**src/rtl/data_mem_mmio.sv**
```systemverilog
// -----------------------------------------------------------------------------
// data_mem_mmio
//
// Data-memory stage for the pipelined 16-bit core's MEM-stage port. Byte
// addresses below IO_BASE go to a word-addressed RAM. Addresses at and above
// IO_BASE go to a small I/O window: an output port, a synchronized input port,
// a free-running cycle counter and a status register with a sticky alignment
// error flag. Reads are combinational so the MEM/WB register can capture them
// in the same cycle. All writes take effect at the rising clock edge.
//
// Ports
//   clock          system clock, rising-edge active
//   reset          synchronous, active-high reset
//   dmemaddr       byte address from the core (words are 2-byte aligned)
//   dmemwdata      write data
//   dmemwrite      write enable
//   dmemread       read enable
//   dmemrdata      combinational read data (0 when not reading or misaligned)
//   io_in          asynchronous external input, double-flopped internally
//   io_out         registered output port
//   io_out_strobe  one-cycle pulse following each IO_OUT write
//   align_err      sticky misaligned-access flag, cleared through STATUS
// -----------------------------------------------------------------------------
module data_mem_mmio #(
    parameter int          DEPTH_WORDS = 256,
    parameter logic [15:0] IO_BASE     = 16'hFF00
) (
    input  logic        clock,
    input  logic        reset,
    input  logic [15:0] dmemaddr,
    input  logic [15:0] dmemwdata,
    input  logic        dmemwrite,
    input  logic        dmemread,
    output logic [15:0] dmemrdata,
    input  logic [15:0] io_in,
    output logic [15:0] io_out,
    output logic        io_out_strobe,
    output logic        align_err
);

    localparam int IDX_W = $clog2(DEPTH_WORDS);

    // I/O register offsets relative to IO_BASE.
    localparam logic [15:0] OFF_IO_OUT = 16'h0000;
    localparam logic [15:0] OFF_IO_IN  = 16'h0002;
    localparam logic [15:0] OFF_CYCLE  = 16'h0004;
    localparam logic [15:0] OFF_STATUS = 16'h0006;

    typedef enum logic [2:0] {
        SEL_RAM,
        SEL_IO_OUT,
        SEL_IO_IN,
        SEL_CYCLE,
        SEL_STATUS,
        SEL_NONE
    } sel_t;

    // -------------------------------------------------------------------------
    // Storage
    // -------------------------------------------------------------------------
    logic [15:0] mem [DEPTH_WORDS];
    logic [15:0] cycle_cnt;
    logic [15:0] io_in_s1;
    logic [15:0] io_in_s2;

    // -------------------------------------------------------------------------
    // Address decode
    // -------------------------------------------------------------------------
    sel_t             sel;
    logic [15:0]      io_offset;
    logic [IDX_W-1:0] ram_idx;
    logic             access;
    logic             misaligned;
    logic             wr_ok;

    // Upper address bits below IO_BASE are ignored, so RAM aliases with a
    // period of DEPTH_WORDS words.
    assign ram_idx    = dmemaddr[IDX_W:1];
    assign io_offset  = dmemaddr - IO_BASE;
    assign access     = dmemread | dmemwrite;
    assign misaligned = access & dmemaddr[0];
    // A write commits only when aligned and outside the reset cycle.
    assign wr_ok      = dmemwrite & ~dmemaddr[0] & ~reset;

    always_comb begin
        // NOTE: assign a default before any branch so no path leaves sel
        // unassigned; otherwise synthesis infers a latch.
        sel = SEL_NONE;
        if (dmemaddr < IO_BASE) begin
            sel = SEL_RAM;
        end else begin
            unique case (io_offset)
                OFF_IO_OUT: sel = SEL_IO_OUT;
                OFF_IO_IN:  sel = SEL_IO_IN;
                OFF_CYCLE:  sel = SEL_CYCLE;
                OFF_STATUS: sel = SEL_STATUS;
                default:    sel = SEL_NONE;
            endcase
        end
    end

    // -------------------------------------------------------------------------
    // Combinational read path; always reflects pre-edge state, so a write in
    // the same cycle is not visible until the next cycle.
    // -------------------------------------------------------------------------
    always_comb begin
        dmemrdata = 16'h0000;
        if (dmemread && !dmemaddr[0]) begin
            unique case (sel)
                SEL_RAM:    dmemrdata = mem[ram_idx];
                SEL_IO_OUT: dmemrdata = io_out;
                SEL_IO_IN:  dmemrdata = io_in_s2;
                SEL_CYCLE:  dmemrdata = cycle_cnt;
                SEL_STATUS: dmemrdata = {15'b0, align_err};
                default:    dmemrdata = 16'h0000;
            endcase
        end
    end

    // -------------------------------------------------------------------------
    // RAM write port
    // -------------------------------------------------------------------------
    // NOTE: the RAM array has no reset; clearing it would force it into
    // flops instead of a memory macro, and software does not rely on it.
    always_ff @(posedge clock) begin
        if (wr_ok && sel == SEL_RAM) begin
            mem[ram_idx] <= dmemwdata;
        end
    end

    // -------------------------------------------------------------------------
    // Output port and its strobe
    // -------------------------------------------------------------------------
    // NOTE: sequential state uses non-blocking assignments so every flop
    // samples pre-edge values regardless of statement order.
    always_ff @(posedge clock) begin
        if (reset) begin
            io_out        <= 16'h0000;
            io_out_strobe <= 1'b0;
        end else begin
            io_out_strobe <= wr_ok && sel == SEL_IO_OUT;
            if (wr_ok && sel == SEL_IO_OUT) begin
                io_out <= dmemwdata;
            end
        end
    end

    // -------------------------------------------------------------------------
    // Input port synchronizer: two stages, read side sees the second.
    // -------------------------------------------------------------------------
    always_ff @(posedge clock) begin
        if (reset) begin
            io_in_s1 <= 16'h0000;
            io_in_s2 <= 16'h0000;
        end else begin
            io_in_s1 <= io_in;
            io_in_s2 <= io_in_s1;
        end
    end

    // -------------------------------------------------------------------------
    // Free-running cycle counter; a write replaces that cycle's increment.
    // -------------------------------------------------------------------------
    always_ff @(posedge clock) begin
        if (reset) begin
            cycle_cnt <= 16'h0000;
        end else if (wr_ok && sel == SEL_CYCLE) begin
            cycle_cnt <= dmemwdata;
        end else begin
            cycle_cnt <= cycle_cnt + 16'h0001;
        end
    end

    // -------------------------------------------------------------------------
    // Sticky alignment error; a new error takes priority over a clear.
    // -------------------------------------------------------------------------
    always_ff @(posedge clock) begin
        if (reset) begin
            align_err <= 1'b0;
        end else if (misaligned) begin
            align_err <= 1'b1;
        end else if (wr_ok && sel == SEL_STATUS && dmemwdata[0]) begin
            align_err <= 1'b0;
        end
    end

endmodule

```
**config.mk**
```make
export PLATFORM = sky130hd
export DESIGN_NAME = data_mem_mmio
export DESIGN_NICKNAME = d
export VERILOG_FILES = /design/src/rtl/data_mem_mmio.sv
export SDC_FILE = /design/constraint.sdc
export NUM_CORES = 2
export LEC_CHECK = 0
export CAP_MARGIN = 20
export CORE_ASPECT_RATIO = 0.7
export CORE_MARGIN = 2
export CORE_UTILIZATION = 55
export DETAILED_ROUTE_END_ITERATION = 16
export DONT_BUFFER_PORTS = 1
export HOLD_SLACK_MARGIN = 0.08
export PLACE_DENSITY = 0.7
export SYNTH_ARGS = -nofsm -noshare
export SYNTH_HDL_FRONTEND = slang
export SYNTH_SLANG_ARGS = --single-unit
```
**constraint.sdc**
```tcl
create_clock -name clock -period 5.2 [get_ports clock]
set_input_delay 1.04 -clock clock [delete_from_list [all_inputs] [get_ports clock]]
set_output_delay 1.04 -clock clock [all_outputs]
set_load 0.02 [all_outputs]
```
# Word level (Yosys, flattened, before mapping)
# Memory sizes are Yosys's and may differ from the RTL's.
# Cells that the tools add are included.
[totals]
out_inout_bits = 34
ramBits = 4096
in_bits = 52
word_cells = 42
n_memories = 1
register_bits = 66
[memory_table]
columns = ["memory", "words", "width", "rd", "rd_clocked_by_memory_dff", "write_ports", "line", "source"]
rows = [
  ["mem", 256, 16, 1, 0, 1, "61", "logic [15:0] mem [DEPTH_WORDS];"],
]
[op_classes]
eq_ne = 7
n_addsub = 2
order_cmp = 1
n_mux = 9
n_reduce_logical = 10
bitwise_logic = 6
[ops]
columns = ["op", "count"]
rows = [
  ["16-bit one-hot mux with 5 select lines", 1],
  ["16-bit by 3-bit equality test with 1-bit output, second input constant", 2],
  ["16-bit 2-to-1 mux", 2],
  ["16-bit by 1-bit adder with 16-bit output, second input constant", 1],
  ["16-bit by 2-bit equality test with 1-bit output, second input constant", 1],
  ["16-bit zero test", 1],
  ["16-bit less-than comparator, second input constant", 1],
  ["16-bit subtractor, second input constant", 1],
  ["3-bit one-hot mux with 4 select lines", 1],
  ["3-bit by 2-bit equality test with 1-bit output, second input constant", 2],
  ["1-bit logical AND", 6],
  ["1-bit 2-to-1 mux", 4],
  ["1-bit bitwise AND", 3],
  ["3-bit by 1-bit equality test with 1-bit output, second input constant", 1],
  ["3-bit equality test, second input constant", 1],
  ["3-bit zero test", 1],
  ["3-bit 2-to-1 mux", 1],
  ["1-bit inverter", 2],
  ["2-bit nonzero test", 1],
  ["1-bit zero test", 1],
  ["1-bit bitwise OR", 1],
]

# Depth between registers and ports, before layout
[logic_depth]
depth_word = 9
depth_mapped = 14
ltp_nobuf = 8

# Worst setup path after synthesis
# Ideal clock, no wire load.
[synth_path]
path_kind = "input -> output"
start = "input dmemaddr[1]"
end = "output dmemrdata[6]"
path_buffers = 6
slack_ns = 0.733
arrival_time_ns = 3.427
stages = 11
cell_sequence = "buf_6 > buf_12 > buf_12 > buf_6 > buf_6 > buf_6 > o2111ai_1 > o211ai_1 > o22ai_1 > or4_1 > o32ai_1"
[synth_between]
elab_chain_cells = 7
elab_cells_between_ends = 16
cone_classes = "add/sub: 1; order compare: 1; eq/ne: 7; mux: 4; reduce/logical: 2; memory: 1"
[synth_lines]
columns = ["item", "line", "source"]
rows = [
  ["start, declared", "30", "input logic [15:0] dmemaddr,"],
  ["16-bit subtractor", "79", "assign io_offset = dmemaddr - IO_BASE;"],
  ["16-bit by 3-bit equality test with 1-bit output (tied with other cells)", "92", "unique case (io_offset)"],
  ["3-bit one-hot mux with 4 select lines", "92", ""],
  ["3-bit 2-to-1 mux", "89", "if (dmemaddr < IO_BASE) begin"],
  ["3-bit equality test (tied with other cells)", "109", "unique case (sel)"],
  ["16-bit one-hot mux with 5 select lines (*)", "109", ""],
  ["16-bit 2-to-1 mux (*)", "108", "if (dmemread && !dmemaddr[0]) begin"],
  ["end, declared", "34", "output logic [15:0] dmemrdata,"],
]
# Every way passes the cells marked *; elsewhere a longest branch is shown, timed or not.

# Worst setup path in the final report
[layout_path]
start = "input dmemaddr[3]"
end = "output dmemrdata[0]"
# The elaborated chain is that of the path after synthesis.

==> run_results.csv <==
group,metric,value,unit
global_route,antenna_found_initial,25,
setup_path,r2r.worst_path.cells,8,
setup_path,cp_slowest_cell,"nor2_4",
layout,fin_nets,8052,
yosys,yosysWarnings,0,
yosys,synth_seq_cells,4162,
setup_path,rrSetupSlack,3030,ps
die,die-height,457,µm
yosys,ys_seq_area_share,77.1,%
routing,dr_total_vias,86300,
placed_design,place_inst,11400,
routing,drc,0,
setup_path,crit_buf_inv,6,
global_route,grt_overflow,0,
setup_path,arrival,4520,ps
yosys,ys.flop_type,"edfxtp_1",
timing,finalSetupViolCount,15,
setup_path,cp_max_fo,193,
setup_path,r2r-start,"cycle_cnt[0]",
clock_tree,clk_pin_slew_worst_paths,70,ps
routing,via_per_inst,7.09,
timing,finalHoldViolations,0,
layout,nFillCells,18600,
routing,routedWlPerCell,41.2,µm
setup_path,r2r_end,"cycle_cnt[10]",
outcome,outcome,"finished with violations",
yosys,syn-cell-area,161000,µm²
layout,stdcell_count,12200,
setup_path,critPathMostFrequentCell,"buf_4",
die,std_cell_rows,166,
setup_path,crit_end,"dmemrdata[0]",
timing,slew_viol_final,208,
routing,first_pass_iters,6,
die,io_pins,86,
timing,period_minus_slack,5560,ps
layout,area_growth,15.4,%
clock_tree,hold_buffers,0,
global_route,grt_pass1_wl,666000,µm
layout,final_layout_size_suffix_gt1_share,32.9,%
worst_hold_path,min_path_type,"in -> reg",
setup_path,required,4160,ps
pwr,p_leak,59.0,nW
routing,drt_iter0_markers,16800,
clock_tree,cts_buffers,369,
setup_path,crit_chain,"nor2_4 > buf_4 > buf_4 > buf_4 > a211oi_1 > o211ai_1 > buf_4 > a21oi_1 > buf_4 > nor4_1 > a22o_2 > buf_12",
die,die_w,651,µm
pwr,power_density,361,nW/µm²
job,cap_violations,0,
yosys,synth_cells,7174,
setup_path,crit_family,"buffers and inverters",
setup_path,cp_slowest_stage_delay,430,ps
clock_tree,cts_root_buf,"clkbuf_16",
global_route,grt_pass1_vias,80500,
placed_design,gp_congestion,0.937,
setup_path,critPathLaunchType,"input pin",
die,die_area,297000,µm²
clock_tree,clock-sinks,4162,
yosys,netlist-cell-type-count,85,
clock_tree,cts_max_level,5,
yosys,synth_edf_count,4096,
timing,fin_ws,-365,ps
timing,skew,47.4,ps
placed_design,dp_hpwl,271000,µm
die,initial_core_util,55.2,%
pwr,peakVddDrop,0.256,mV
yosys,syn_nets,7227,
global_route,track_usage,32.7,%
yosys,synthArstFlopShare,0,%
outcome,violations,"max-slew violations, negative setup slack",
setup_path,endpoint_kind,"primary output",
pwr,power,67.2,mW
die,coreArea,292000,µm²
global_route,grt_max_degree,1097,
timing,worst_pin_slew,1610,ps
yosys,avgSynthCellArea,22.5,µm²
clock_tree,cts_tree,"built",
timing,fmax,180,MHz
timing,max_slew_margin,-7.25,%
setup_path,worst-path-stages,12,
clock_tree,cts_buffer_depth,4,
setup_path,crit_start,"dmemaddr[3]",
setup_path,worstSetupPathType,"in -> out",
routing,drt_wl_total,502000,µm
timing,grt_setup_unrepaired,"yes",
clock_tree,clk_latency,960,ps
placed_design,numPortBuffers,0,
placed_design,dp_slack,-3500,ps
layout,postLayoutCoreUtil,63.7,%
timing,final.period_utilization,107,%
routing,postRouteAntennaNets,0,
## sequential cells by signal, indices dropped and copies added, names as in the netlist
register	cells
io_in_s1	16
mem	4096
io_in_s2	16
align_err	1
io_out_strobe	1
io_out	16
cycle_cnt	16
## where the power goes
part | switching [mW] | leakage, nW | internal [mW]
combinational | 1.95 | 16.0 | 1.46
clock | 12.2 | 5.63 | 14.8
sequential | 0.0127 | 37.3 | 36.9
## cell usage in the layout (no fill, tap or decap), drive strengths merged, types with 14 or more instances in the layout
master,instances
bufinv,27
nor2,424
mux2,17
nand4,16
clkinvlp,15
o22ai,54
mux4,1085
nand3,50
dfxtp,66
a221oi,16
o21ai,46
mux2i,232
nor3,26
a211oi,31
nor2b,44
o211ai,17
a22oi,79
a21oi,54
nand2,201
buf,828
a22o,14
clkinv,159
diode,20
edfxtp,4096
clkbuf,476
a31oi,19
## per-layer routing
layer | global-route usage (%) | wire, µm | vias to the layer above
li1 | - | - | 32000
met1 | 46.6 | 175000 | 45100
met2 | 44.5 | 210000 | 7968
met3 | 13.5 | 90100 | 1237
met4 | 14.4 | 27000 | 16
met5 | 0 | 95 | -
## metrics by stage
stage / TNS, ps / hold WS, ps / instance area (µm²)
final: -2430 / 150 / 186000
after global routing: -115 / 153 / 186000
after CTS: 0 / 115 / 185000
after detailed placement: -49560 / 424 / 171000
after global placement: -48330 / 421 / 171000
after floorplan: 0 / 414 / 161000
## cell families (layout without fill, tap and decap cells)
| family | count (synthesis) | count (layout) | synth area share (%) |
|---|---|---|---|
| flip-flops | 4162 | 4162 | 77.1 |
| multiplexers | 1334 | 1334 | 16.8 |
| AND/OR/NAND/NOR | 832 | 832 | 2.27 |
| buffers and inverters | 416 | 1528 | 1.86 |
| AO/OA/AOI/OAI | 415 | 415 | 1.84 |
| XOR/XNOR | 14 | 14 | 0.0761 |
| adder cells (fa/ha/maj) | 1 | 1 | 0.00776 |
| other | 0 | 20 | 0 |
## how the worst min path moves through the flow
| stage | from | end | slack (ps) | cells after the start |
|---|---|---|---|---|
| floorplan | io_in_s1[0] | io_in_s2[0] | 410 | 1 |
| detailed placement | io_in_s1[2] | io_in_s2[2] | 420 | 1 |
| finish | reset | io_out[6] | 150 | 1 |
| global route | reset | io_in_s1[13] | 150 | 1 |
| global placement | io_in_s1[4] | io_in_s2[4] | 420 | 1 |
| CTS | reset | align_err | 120 | 1 |
## Yosys cell counts, drive strengths merged (46+ instances only)
| cell | n | share of area [%] |
|---|---|---|
| mux4 | 1085 | 15 |
| edfxtp | 4096 | 76 |
| mux2i | 232 | 1.4 |
| nand3 | 50 | 0.16 |
| o22ai | 54 | 0.21 |
| dfxtp | 66 | 0.82 |
| clkbuf | 108 | 0.26 |
| nand2 | 201 | 0.47 |
| a22oi | 79 | 0.37 |
| nor2 | 424 | 1.0 |
| buf | 302 | 1.6 |
| o21ai | 46 | 0.14 |
| a21oi | 54 | 0.17 |
## final cells by class
| type | count | area, µm² | area share [%] |
|---|---|---|---|
| antenna | 20 | 50.0 | 0.0269 |
| multi-input combinational | 2596 | 34900 | 18.8 |
| tap | 3864 | 4830 | 2.60 |
| clock inverter | 208 | 1750 | 0.941 |
| timing repair buffer | 866 | 10300 | 5.53 |
| sequential | 4162 | 124000 | 66.8 |
| clock buffer | 450 | 9800 | 5.27 |
| inverter | 4 | 36.3 | 0.0195 |
## what timing repair did
item,4_1_cts,5_1_grt
setup buffers,31,22
endpoints found under the hold margin,0,0
resized for setup,104,62
setup endpoints to repair,16,16
pin swaps,13,25
cloned,39,27
Power figures use the tool's default switching activity.
